### config.mk
export PLATFORM = sky130hd
export DESIGN_NAME = ibus_responder
export DESIGN_NICKNAME = d
export VERILOG_FILES = /design/src/rtl/common_pkg.sv /design/src/rtl/pipes_pkg.sv /design/src/rtl/ibus_prefetch_buf.sv /design/src/rtl/ibus_responder.sv
export SDC_FILE = /design/constraint.sdc
export NUM_CORES = 1
export LEC_CHECK = 0
export BUFFER_PORTS_ARGS = -buffer_cell sky130_fd_sc_hd__buf_2
export CAP_MARGIN = 20
export CORE_UTILIZATION = 40
export DETAILED_ROUTE_END_ITERATION = 10
export PLACE_DENSITY = 0.74
export SLEW_MARGIN = 20
export SYNTH_ARGS = -nofsm -noshare
export SYNTH_HDL_FRONTEND = slang
export SYNTH_SLANG_ARGS = --single-unit
### constraint.sdc
create_clock -name clk -period 4.8 [get_ports clk]
set_input_delay 0.96 -clock clk [delete_from_list [all_inputs] [get_ports clk]]
set_output_delay 0.96 -clock clk [all_outputs]
set_load 0.02 [all_outputs]
### src/rtl/common_pkg.sv
// Shared instruction-bus types and the default SRAM latency.
package common;

  localparam int MEM_LATENCY_DFLT = 2;

  typedef struct packed {
    logic        valid;
    logic [31:0] addr;
  } ibus_req_t;

  typedef struct packed {
    logic        addr_ok;
    logic        data_ok;
    logic [31:0] data;
  } ibus_resp_t;

endpackage

### src/rtl/pipes_pkg.sv
// Pipeline-side state types; S_PREF is only reachable with IBUS_PREFETCH_EN.
package pipes;

  typedef enum logic [2:0] {
    S_IDLE,
    S_WAIT,
    S_RESP,
    S_DRAIN,
    S_PREF
  } ibus_resp_state_t;

endpackage

### src/rtl/ibus_prefetch_buf.sv
// One-entry {tag, data, valid} buffer holding the sequentially prefetched word.
module ibus_prefetch_buf (
  input  logic        clk,
  input  logic        resetn,
  input  logic        fill,
  input  logic [31:0] fill_tag,
  input  logic [31:0] fill_data,
  input  logic        inval,
  input  logic [31:0] lkp_addr,
  output logic        hit,
  output logic [31:0] hit_data
);

  logic        valid_q, valid_d;
  logic [31:0] tag_q, tag_d;
  logic [31:0] data_q, data_d;

  always_comb begin
    valid_d = valid_q;
    tag_d   = tag_q;
    data_d  = data_q;
    if (inval) valid_d = 1'b0;
    if (fill) begin
      valid_d = 1'b1;
      tag_d   = fill_tag;
      data_d  = fill_data;
    end
  end

  always_ff @(posedge clk or negedge resetn) begin
    if (!resetn) begin
      valid_q <= 1'b0;
      tag_q   <= '0;
      data_q  <= '0;
    end else begin
      valid_q <= valid_d;
      tag_q   <= tag_d;
      data_q  <= data_d;
    end
  end

  assign hit      = valid_q && (tag_q == lkp_addr);
  assign hit_data = data_q;

endmodule

### src/rtl/ibus_responder.sv
// Instruction-bus responder: one outstanding fixed-latency SRAM read, cancel-tolerant.
// Define IBUS_PREFETCH_EN to add the one-entry sequential prefetch buffer.
module ibus_responder
  import common::*;
  import pipes::*;
#(
  parameter int MEM_LATENCY = MEM_LATENCY_DFLT,
  parameter int MEM_AW      = 16
) (
  input  logic              clk,
  input  logic              resetn,
  input  ibus_req_t         ireq,
  output ibus_resp_t        iresp,
  output logic              mem_en,
  output logic [MEM_AW-1:0] mem_addr,
  input  logic [31:0]       mem_rdata,
  output logic              misalign
);

  localparam logic [3:0] LAT = 4'(MEM_LATENCY);

  ibus_resp_state_t state_q, state_d;
  logic [3:0]       cnt_q, cnt_d;
  logic [31:0]      addr_q, addr_d;
  logic [31:0]      data_q, data_d;
  logic             data_ok_q, data_ok_d;
  logic             addr_ok;
  logic             mem_done, req_mis;

  assign mem_done = (cnt_q == LAT);
  assign req_mis  = (ireq.addr[1:0] != 2'b00);

`ifdef IBUS_PREFETCH_EN
  logic        arm_q, arm_d;
  logic        pf_fill, pf_inval, pf_hit;
  logic [31:0] pf_data, pf_next;

  assign pf_next = addr_q + 32'd4;

  ibus_prefetch_buf u_pf (
    .clk      (clk),
    .resetn   (resetn),
    .fill     (pf_fill),
    .fill_tag (addr_q),
    .fill_data(mem_rdata),
    .inval    (pf_inval),
    .lkp_addr (ireq.addr),
    .hit      (pf_hit),
    .hit_data (pf_data)
  );
`endif

  always_comb begin
    state_d  = state_q;
    cnt_d    = mem_done ? 4'd0 : cnt_q + 4'd1;
    addr_d   = addr_q;
    data_d   = data_q;
    addr_ok  = 1'b0;
    mem_en   = 1'b0;
    mem_addr = addr_q[MEM_AW+1:2];
    misalign = 1'b0;
`ifdef IBUS_PREFETCH_EN
    arm_d    = arm_q;
    pf_fill  = 1'b0;
    pf_inval = 1'b0;
`endif
    case (state_q)
      S_IDLE: begin
        cnt_d = cnt_q;
`ifdef IBUS_PREFETCH_EN
        arm_d = 1'b0;
`endif
        if (ireq.valid) begin
          addr_ok = 1'b1;
          addr_d  = ireq.addr;
          if (req_mis) begin
            misalign = 1'b1;
            data_d   = '0;
            state_d  = S_RESP;
`ifdef IBUS_PREFETCH_EN
          end else if (pf_hit) begin
            data_d  = pf_data;
            arm_d   = 1'b1;
            state_d = S_RESP;
`endif
          end else begin
            mem_en   = 1'b1;
            mem_addr = ireq.addr[MEM_AW+1:2];
            cnt_d    = 4'd1;
            state_d  = S_WAIT;
`ifdef IBUS_PREFETCH_EN
            pf_inval = 1'b1;
`endif
          end
`ifdef IBUS_PREFETCH_EN
        end else if (arm_q) begin
          mem_en   = 1'b1;
          mem_addr = pf_next[MEM_AW+1:2];
          addr_d   = pf_next;
          cnt_d    = 4'd1;
          state_d  = S_PREF;
`endif
        end
      end
      S_WAIT: begin
        // A withdrawn or redirected request abandons the read; data landing this cycle is dropped too.
        if (!ireq.valid || ireq.addr != addr_q) begin
          state_d = mem_done ? S_IDLE : S_DRAIN;
        end else if (mem_done) begin
          data_d  = mem_rdata;
          state_d = S_RESP;
`ifdef IBUS_PREFETCH_EN
          arm_d   = 1'b1;
`endif
        end
      end
      S_RESP: begin
        cnt_d   = cnt_q;
        state_d = S_IDLE;
      end
      S_DRAIN: begin
        if (mem_done) state_d = S_IDLE;
      end
`ifdef IBUS_PREFETCH_EN
      S_PREF: begin
        pf_fill = mem_done;
        // A demand for the word in flight rides the prefetch instead of reissuing it.
        if (ireq.valid && ireq.addr == addr_q) begin
          addr_ok = 1'b1;
          if (mem_done) begin
            data_d  = mem_rdata;
            arm_d   = 1'b1;
            state_d = S_RESP;
          end else begin
            state_d = S_WAIT;
          end
        end else if (mem_done) begin
          state_d = S_IDLE;
        end
      end
`endif
      default: begin
        cnt_d   = '0;
        state_d = S_IDLE;
      end
    endcase
    data_ok_d = (state_d == S_RESP);
  end

  always_ff @(posedge clk or negedge resetn) begin
    if (!resetn) begin
      state_q   <= S_IDLE;
      cnt_q     <= '0;
      addr_q    <= '0;
      data_q    <= '0;
      data_ok_q <= 1'b0;
`ifdef IBUS_PREFETCH_EN
      arm_q     <= 1'b0;
`endif
    end else begin
      state_q   <= state_d;
      cnt_q     <= cnt_d;
      addr_q    <= addr_d;
      data_q    <= data_d;
      data_ok_q <= data_ok_d;
`ifdef IBUS_PREFETCH_EN
      arm_q     <= arm_d;
`endif
    end
  end

  assign iresp = {addr_ok, data_ok_q, data_q};

endmodule

---- After elaboration in Yosys (flattened, before gate mapping) ----
Cells that the tools add are included.
storage, ports and cells
  input bits .............................. 67
  word-level logic and storage cells ...... 54
  bits in registers ....................... 72
  output and inout port bits .............. 52
operators by class
  add/subtract/negate cells ............... 1
  reduce and logical (&&, ||, !) cells .... 9
  bitwise logic cells ..................... 1
  multiplexer cells ....................... 27
  equal/unequal tests ..................... 11
operator list
  cell                                                 number
  2-to-1 mux 32 bit                                    4
  case mux 32 bit (2 select lines)                     1
  2-to-1 mux 16 bit                                    3
  != test 32 bit                                       1
  2-to-1 mux 3 bit                                     4
  2-to-1 mux 4 bit                                     3
  case mux 4 bit (3 select lines)                      1
  != test 2 bit, second input constant                 5
  equality test 3 x 2 -> 1 bit, second input constant  3
  case mux 3 bit (3 select lines)                      1
  2-to-1 mux 1 bit                                     8
  AND reduction 5 bit                                  1
  adder 4 x 1 -> 4 bit, second input constant          1
  equality test 4 x 2 -> 1 bit, second input constant  1
  2-to-1 mux 2 bit                                     2
  nonzero test 2 bit                                   2
  equality test 3 x 1 -> 1 bit, second input constant  1
  zero test 3 bit                                      1
  AND reduction 3 bit                                  1
  AND reduction 2 bit                                  1
  OR reduction 2 bit                                   1
  zero test 1 bit                                      1
  logical OR 1 bit                                     1
  inverter 1 bit                                       1

---- Longest topological paths before layout ----
Gate-level depths: netlist of the first run.
  word-level depth ........................ 5
  mapped depth ............................ 7

---- Worst setup path before layout of the first run ----
OpenSTA, ideal clock, no wires.
  kind .................................... input port to output port
  start ................................... input port ireq[32] (netlist name)
  end ..................................... output port mem_addr[10]
  path buffers ............................ 1
  arrival time ............................ 2.382 ns
  data required time ...................... 3.840 ns
  stages .................................. 5
  slack ................................... 1.458 ns
  path through ............................ nand2b_1 nor3_4 nand2_1 clkbuf_1 o21ai_0
between the ends
  longest elaborated chain between the ends .. 2
RTL lines
  element             RTL line              text
  start: declaration  ibus_responder.sv:12  input ibus_req_t ireq,
  2-to-1 mux 16 bit   ibus_responder.sv:73  if (ireq.valid) begin
  2-to-1 mux 16 bit   ibus_responder.sv:67  case (state_q)
  end: declaration    ibus_responder.sv:15  output logic [MEM_AW-1:0] mem_addr,
No other way between the ends.

---- Worst setup path in the final report of the first run ----
  start ................................... input port ireq[32] (netlist name)
  end ..................................... output port mem_addr[9]
Same word-level chain as after synthesis.

==> impl_metrics.toml, run 1 <==
[place]
gp_congestion = 0.737
dpl-instance-area_um2 = 4260
io_buffers = 118
dp_cells = 527
dp_hpwl_mm = 5.32

[clocking]
cts-root-buf = "clkbuf_8"
cts-resized-gates = 0
clk_latency_ns = 0.34
hold_buffers = 0
cts.path.max_buffers = 2
numCtsBuffers = 9
cts_tree = "yes"
cts_setup_buffers = 0
htreeDepth = 3
clk_pin_slew_ns = 0.07
cts.sinks = 72

[yosys]
ys_ff_latch = 72
synth.distinct_cells = 34
synthCells = 311
netlist_top_cells_area = "dfrtp_1 (50%), mux2_2 (13%), mux2i_1 (8.9%)"
synth_top_area_frac = 0.502
synth_warnings = 0
synth_top_flop_cell = "dfrtp_1"
async_flop_share = 1.00
yosysSeqAreaShare = 0.502
syn-cell-area_um2 = 3590
synth_edf_count = 0
synth_area_leader_cell = "dfrtp_1"
yosysMostFrequentCell = "dfrtp_1"
synth.avg_cell_area_um2 = 11.5
syn_nets = 380
synth_common_cells = "dfrtp_1 (72), mux2_2 (43), nand2_1 (40)"

[status]
run_status = "complete, no violations"

[global_route]
grt_pass1_wl_mm = 12.4
grt_max_degree = 73
overflow = 0
antenna_found_initial = 1
grt_pass1_vias = 2635
grt_use_total = 0.167

[worst_setup_path]
path_cells = "buf_2 -> nand2b_1 -> nor3_4 -> nand2_1 -> mux2_1 -> buf_2"
cp_common_cell = "buf_2"
cp-end-kind = "primary output"
cp-start-kind = "primary input"
rr_worst_depth = 5
worstPathRequired_ns = 3.84
critPathMaxStageDelay_ns = 0.51
critical_path.slowest_cell = "mux2_1"
crit_fanout = 19
crit_type = "primary input to primary output"
worstReg2RegStart = "addr_q[8]"
critPathLaunch = "ireq[32]"
cp.arrival_ns = 2.47

[final_layout]
finalNonFillerCells = 543
nets = 499
utilization = 0.510
final_area_um2 = 4450
diodes = 0
layout-drive-gt1-share = 0.428
area_growth_pct = 23.9

[routing]
vias_per_cell = 4.74
vias = 2574
route.detailed.drc = 0
first_pass_iters = 4
wire_per_inst_um = 13.4
antenna_left = 0
drtIter0Drc = 63
drt-total-wl_mm = 7.29

[floorplanning]
chipHeight_um = 96.7
dieWidth_um = 96.7
rows = 34
io_pins = 119
die-area_um2 = 9350
initial_core_util = 0.411
core_um2 = 8720

[sta]
hold_viol_final = 0
fmax_mhz = 292
rsz0062_at_grt = "no"
setup_violations = 0
period_needed_ns = 3.43
slew_violations = 0
fin_tns_setup_ns = 0
relSlewSlack = 0.389
tightest_slew_ns = 0.917
finalCritPeriodShare = 0.714
skew_ns = 0.00678

[pwr]
p_switching_uw = 436
p_seq_frac = 0.478
sw_frac_of_total = 0.289
combinationalPowerShare = 0.216
p_clk_frac = 0.306
p_int_mw = 1.07
power-per-cell-area_nw_per_um2 = 339
ir_drop_v = 0.000147
power_mw = 1.51
power_leakage_nw = 2.51

[hold_path]
min_from = "addr_q[31]"
whs_path_depth = 1
hold_path.class = "register to register"

[job]
max-cap-violations = 0
worst paths after layout:
path / endpoint / slack [ns]
min in group asynchronous: data_q[11] / 0.75
hold / removal: addr_q[31] / 0.53
setup reg to reg: data_q[24] / 2.36
max in group asynchronous: addr_q[6] / 3.46
hold reg to reg: addr_q[31] / 0.53
setup / recovery: mem_addr[9] / 1.37
cell type report:
type | count | area, um^2
Clock inverter | 7 | 62.6
Timing Repair Buffer | 120 | 608
Clock buffer | 9 | 124
Fill cell | 775 | 4280
Inverter | 38 | 143
Sequential cell | 72 | 1800
Multi-Input combinational cell | 189 | 1570
Tap cell | 108 | 135
cells by family after synthesis:
family	synth area share
compound gates	0.0227
flops	0.502
mux	0.234
simple gates	0.0970
other cells	0.00105
fa+ha+maj	0.00697
xor+xnor	0.0757
buf+inv	0.0607
power by group through the flow:
stage                     Clock [mW]  Sequential [mW]  Combinational [mW]
after floorplan                    0            0.722               0.229
after detailed placement           0            0.735               0.331
final                          0.461            0.722               0.326
after CTS                      0.477            0.723               0.332
after global placement             0            0.731               0.321
after global routing           0.504            0.732               0.358
per-layer routing:
metal,vias up,track usage,routed length [um]
met2,77,0.269,3480
met1,1219,0.206,3180
li1,1261,-,-
met3,15,0.0535,438
met5,-,0,16
met4,2,0.0735,175
worst max-delay path, delay by kind of cell:
kind	cells	cell delay (ns)
buf+inv	2	0.24
mux	1	0.51
simple gates	3	0.75
registers in the layout (all words and copies together) (netlist names):
signal / cells
addr_q: 32
data_q: 32
cnt_q: 4
state_q: 3
data_ok_q: 1
layout by cell type, fill, tap and decap left out, types with 3 or more instances in the layout:
cell	synthesis	final
clkbuf_8	0	9
nor2_1	4	4
nor3_1	3	3
inv_1	37	37
dfrtp_1	72	72
nand4_1	7	7
clkinv_2	0	5
mux2_1	3	3
nand2_1	40	40
nand2b_1	3	3
xor2_1	6	6
buf_2	0	117
buf_4	2	3
xnor2_1	25	25
o21ai_0	4	4
mux2_2	43	43
mux2i_1	32	32
through the flow:
stage               setup WS [ns]  hold slack [ns]
global placement             1.43            0.509
detailed placement           1.35            0.516
CTS                          1.34            0.533
floorplan                    1.46            0.492
global route                 1.18            0.547
finish                       1.37            0.528
(Power assumes the default switching activity.)
==> run 2, diff against run 1 <==
--- a/config.mk
+++ b/config.mk
@@ -9,7 +9,7 @@
 export CAP_MARGIN = 20
 export CORE_UTILIZATION = 40
 export DETAILED_ROUTE_END_ITERATION = 10
-export PLACE_DENSITY = 0.74
+export PLACE_DENSITY = 0.76
 export SLEW_MARGIN = 20
 export SYNTH_ARGS = -nofsm -noshare
 export SYNTH_HDL_FRONTEND = slang
==> constraint.sdc (replaced) <==
create_clock -name clk -period 3.06 [get_ports clk]
set_input_delay 0.612 -clock clk [delete_from_list [all_inputs] [get_ports clk]]
set_output_delay 0.612 -clock clk [all_outputs]
set_load 0.02 [all_outputs]
==> run 2 against run 1 <==
Against the previous run: global-route usage is 0.096 points higher; clock power is 50% higher; die area stayed put; final cell count is 0.74% higher; clock skew is 0.0041 ns higher; non-clock buffer count is 4 higher; routed wire length is 1.2% lower; hold slack worse by 0.15 ns; setup slack worse by 0.77 ns; sequential share of layout area is 0.24 points lower; critical endpoint is now mem_addr[11]; core utilization is 0.30 points higher; combinational power is 57% higher.
==> impl_metrics.toml, run 2 (synthesized netlist as in run 1, its figures left out) <==
[status]
run_status = "complete, no violations"

[place]
dp_cells = 531
dpl-instance-area_um2 = 4290
dp_hpwl_mm = 5.29
io_buffers = 118
gp_congestion = 0.803

[sta]
relSlewSlack = 0.403
fmax_mhz = 408
hold_ws_ns = 0.377
tightest_slew_ns = 0.895
setup_violations = 0
finalCritPeriodShare = 0.802
hold_viol_final = 0
skew_ns = 0.0109
rsz0062_at_grt = "no"
slew_violations = 0
fin_tns_setup_ns = 0
period_needed_ns = 2.45

[clocking]
cts-root-buf = "clkbuf_8"
cts_setup_buffers = 0
cts_tree = "yes"
cts.sinks = 72
cts.path.max_buffers = 2
htreeDepth = 3
hold_buffers = 0
cts-resized-gates = 0
numCtsBuffers = 9
clk_latency_ns = 0.34
clk_pin_slew_ns = 0.08

[floorplanning]
die-area_um2 = 9350
core_um2 = 8720
initial_core_util = 0.411
io_pins = 119
rows = 34
chipHeight_um = 96.7
dieWidth_um = 96.7

[worst_setup_path]
path_cells = "nand2b_1 -> nor3_4 -> nand2_1 -> buf_4 -> mux2_1 -> buf_2"
cp-end-kind = "primary output"
crit_fanout = 9
critical_path.slowest_cell = "dfrtp_1"
worstReg2RegStart = "addr_q[17]"
rr_worst_depth = 6
crit_type = "register to primary output"
critPathBufInv = 2
reg2reg_setup_slack_ns = 1.02
critPathMaxStageDelay_ns = 0.36
worstPathRequired_ns = 2.45
cp-start-kind = "register"
cp_top_family = "simple AND/OR/NAND/NOR gates"
cp.arrival_ns = 1.84
reg2reg_to = "data_q[26]"

[routing]
drt-total-wl_mm = 7.21
wire_per_inst_um = 13.2
vias = 2597
first_pass_iters = 4
drtIter0Drc = 79
wl_met3_um = 409
vias_per_cell = 4.75
route.detailed.drc = 0
wl_met1_mm = 3.07
top_layer = "met4"
antenna_left = 0
wl_met2_mm = 3.64

[global_route]
grt_pass1_wl_mm = 12.5
grt_pass1_vias = 2709
grt_max_degree = 73
antenna_found_initial = 0
grt_use_total = 0.168
overflow = 0

[final_layout]
diodes = 0
nets = 503
final_common_cell = "buf_2"
layout_common_cells = "buf_2 (117), dfrtp_1 (72), mux2_2 (43)"
final_area_um2 = 4470
reg_top3 = "addr_q: 32 flops, data_q: 32 flops, cnt_q: 4 flops"
finalNonFillerCells = 547
area_growth_pct = 24.7
layout-drive-gt1-share = 0.433

[pwr]
power-per-cell-area_nw_per_um2 = 522
ir_drop_v = 0.000242
power_mw = 2.33
power_leakage_nw = 2.52

[hold_path]
hold_path.class = "primary input to asynchronous set/reset pin"

[job]
max-cap-violations = 0
## run 2: where the power goes
| group | total (mW) | internal [mW] | switching [mW] |
|---|---|---|---|
| registers | 1.13 | 1.05 | 0.0795 |
| clock network | 0.690 | 0.336 | 0.355 |
| logic | 0.512 | 0.263 | 0.249 |
| total | 2.33 | 1.65 | 0.683 |
## run 2: how the worst max path moves through the flow
stage                     from            to  cells after the start
finish              state_q[1]  mem_addr[11]                      6
global route        state_q[1]   mem_addr[9]                      6
CTS                 state_q[1]  mem_addr[11]                      6
detailed placement     ireq[8]    data_q[24]                      7
global placement      ireq[32]  mem_addr[13]                      7
floorplan             ireq[32]  mem_addr[10]                      5
## run 2: per-layer routing
metal  up-vias  track usage
met1      1253        0.197
met4         0       0.0620
met3         7       0.0462
met5         -            0
li1       1268            -
met2        69        0.294
## run 2: layout make-up
cell class	instances	area [um^2]
Fill cell	783	4250
Clock buffer	11	151
Inverter	38	143
Sequential cell	72	1800
Clock inverter	5	31.3
Timing Repair Buffer	124	638
Tap cell	108	135
Multi-Input combinational cell	189	1570
## run 2: worst register-to-register path, delay by kind of cell, from the launching register on
family	cells	cell delay (ns)
AOI/OAI and AO/OA	1	0.18
muxes	1	0.23
buffers and inverters	1	0.32
DFF	1	0.42
xor gates and xnor gates	1	0.19
and+or+nand+nor	2	0.55
## run 2: metrics by stage
step            util  worst slack, ns
2_1_floorplan      -            0.414
4_1_cts        0.513            0.593
3_5_place_dp   0.492            0.694
5_1_grt        0.513            0.466
6_report       0.513            0.606
3_3_place_gp   0.492            0.751
==> run 3, diff against run 2 <==
--- a/config.mk
+++ b/config.mk
@@ -9,7 +9,7 @@
 export CAP_MARGIN = 20
 export CORE_UTILIZATION = 40
 export DETAILED_ROUTE_END_ITERATION = 10
-export PLACE_DENSITY = 0.76
+export PLACE_DENSITY = 0.74
 export SLEW_MARGIN = 20
 export SYNTH_ARGS = -nofsm -noshare
 export SYNTH_HDL_FRONTEND = slang
==> constraint.sdc (replaced) <==
create_clock -name clk -period 2.5 [get_ports clk]
set_input_delay 0.5 -clock clk [delete_from_list [all_inputs] [get_ports clk]]
set_output_delay 0.5 -clock clk [all_outputs]
set_load 0.02 [all_outputs]
==> run 3 against run 2 <==
Against the previous run: flip-flop and latch count unchanged; die area unchanged; final cell count decreased by 0.37%; power increased by 20%; hold slack got worse by 0.11 ns; clock power increased by 15%; register-to-register slack got worse by 0.44 ns; clock-buffer cell count decreased by 2; critical path depth unchanged; critical endpoint is now mem_addr[9]; largest power group unchanged.
==> impl_metrics.toml, run 3 (synthesized netlist as in run 1, its figures left out) <==
[routing]
first_pass_iters = 4
antenna_left = 0
vias_per_cell = 4.81
route.detailed.drc = 0
drtIter0Drc = 62
drt-total-wl_mm = 7.15
wire_per_inst_um = 13.1
vias = 2624

[final_layout]
nets = 501
area_growth_pct = 24.6
utilization = 0.513
finalNonFillerCells = 545
filler_cell_count = 803
layout_common_cells = "buf_2 (117), dfrtp_1 (72), mux2_2 (43)"
final_common_cell = "buf_2"
final_area_um2 = 4470
reg_top3 = "addr_q: 32 flops, data_q: 32 flops, cnt_q: 4 flops"
diodes = 0
layout-drive-gt1-share = 0.430

[worst_setup_path]
rr_worst_depth = 6
reg2reg_to = "data_q[8]"
cp-end-kind = "primary output"
cp.arrival_ns = 1.90
reg2reg_setup_slack_ns = 0.58
worstReg2RegStart = "addr_q[8]"
cp-start-kind = "register"
crit_fanout = 16
crit_type = "register to primary output"
worstPathRequired_ns = 2.00

[clocking]
htreeDepth = 3
clk_pin_slew_ns = 0.08
cts-root-buf = "clkbuf_8"
clk_latency_ns = 0.34
cts.sinks = 72
cts.path.max_buffers = 2
cts_tree = "yes"
numCtsBuffers = 9
hold_buffers = 0

[sta]
skew_ns = 0.00904
rsz0062_at_grt = "yes"
period_needed_ns = 2.40
finalWorstSetupSlack_ns = 0.104
setup_violations = 0
finalCritPeriodShare = 0.959
relSlewSlack = 0.407
tightest_slew_ns = 0.890
hold_viol_final = 0
slew_violations = 0
fin_tns_setup_ns = 0
fmax_mhz = 417
hold_ws_ns = 0.271

[place]
dp_slack_ns = 0.303
gp_congestion = 0.801
io_buffers = 118
dp_hpwl_mm = 5.16
dp_cells = 529
dpl-instance-area_um2 = 4300

[status]
run_status = "complete, no violations"

[global_route]
grt_pass1_vias = 2637
grt_pass1_wl_mm = 12.1
grt_use_total = 0.159
grt_max_degree = 73
overflow = 0
antenna_found_initial = 1

[floorplanning]
chipHeight_um = 96.7
dieWidth_um = 96.7
initial_core_util = 0.411
die-area_um2 = 9350
rows = 34
core_um2 = 8720
io_pins = 119

[pwr]
power_mw = 2.81
power_leakage_nw = 2.52
ir_drop_v = 0.000287
power-per-cell-area_nw_per_um2 = 628

[job]
max-cap-violations = 0

[hold_path]
hold_path.class = "primary input to asynchronous set/reset pin"
==> run 3: how the worst max path moves through the flow <==
stage / start / slack (ns) / cells after the start / end
2_1_floorplan: ireq[32] / 0.08 / 5 / mem_addr[10]
3_3_place_gp: ireq[32] / 0.34 / 7 / mem_addr[9]
3_5_place_dp: ireq[32] / 0.30 / 7 / mem_addr[1]
4_1_cts: state_q[1] / 0.09 / 6 / mem_addr[9]
5_1_grt: state_q[1] / -0.01 / 6 / misalign
6_report: state_q[1] / 0.10 / 6 / mem_addr[9]
==> run 3: repair_timing <==
| action | in CTS | in global routing |
|---|---|---|
| setup endpoints to repair | 0 | 2 |
| gates resized for setup | 0 | 0 |
| buffers inserted | 0 | 0 |
==> run 3: layout make-up <==
class                   instances  area [um^2]  area share
flip-flops and latches         72         1800       0.403
multi-input cells             189         1570       0.352
repair buffers                122          648       0.145
inverters                      38          143      0.0319
well taps                     108          135      0.0302
clock buffers                   9          124      0.0277
clock inverters                 7         47.5      0.0106
==> run 3: worst max-delay path, stage by stage, from the launching register on <==
cell      delay (ns)
dfrtp_1         0.35
nand2b_1        0.20
nor3_4          0.15
nand2_1         0.18
buf_12          0.21
mux2_1          0.31
buf_2           0.16
==> run 3: power by group <==
group / switching, mW / internal, mW / leakage, nW
clock network: 0.437 / 0.359 / 0.0854
registers: 0.0974 / 1.29 / 0.930
logic: 0.305 / 0.321 / 1.50
total: 0.839 / 1.97 / 2.52
==> run 3: layer usage <==
layer	vias to the layer above	global-route usage	part of all wire
met3	11	0.0484	0.064
met4	2	0.0586	0.011
met5	-	0	0.0018
li1	1265	-	-
met1	1272	0.188	0.44
met2	74	0.274	0.49
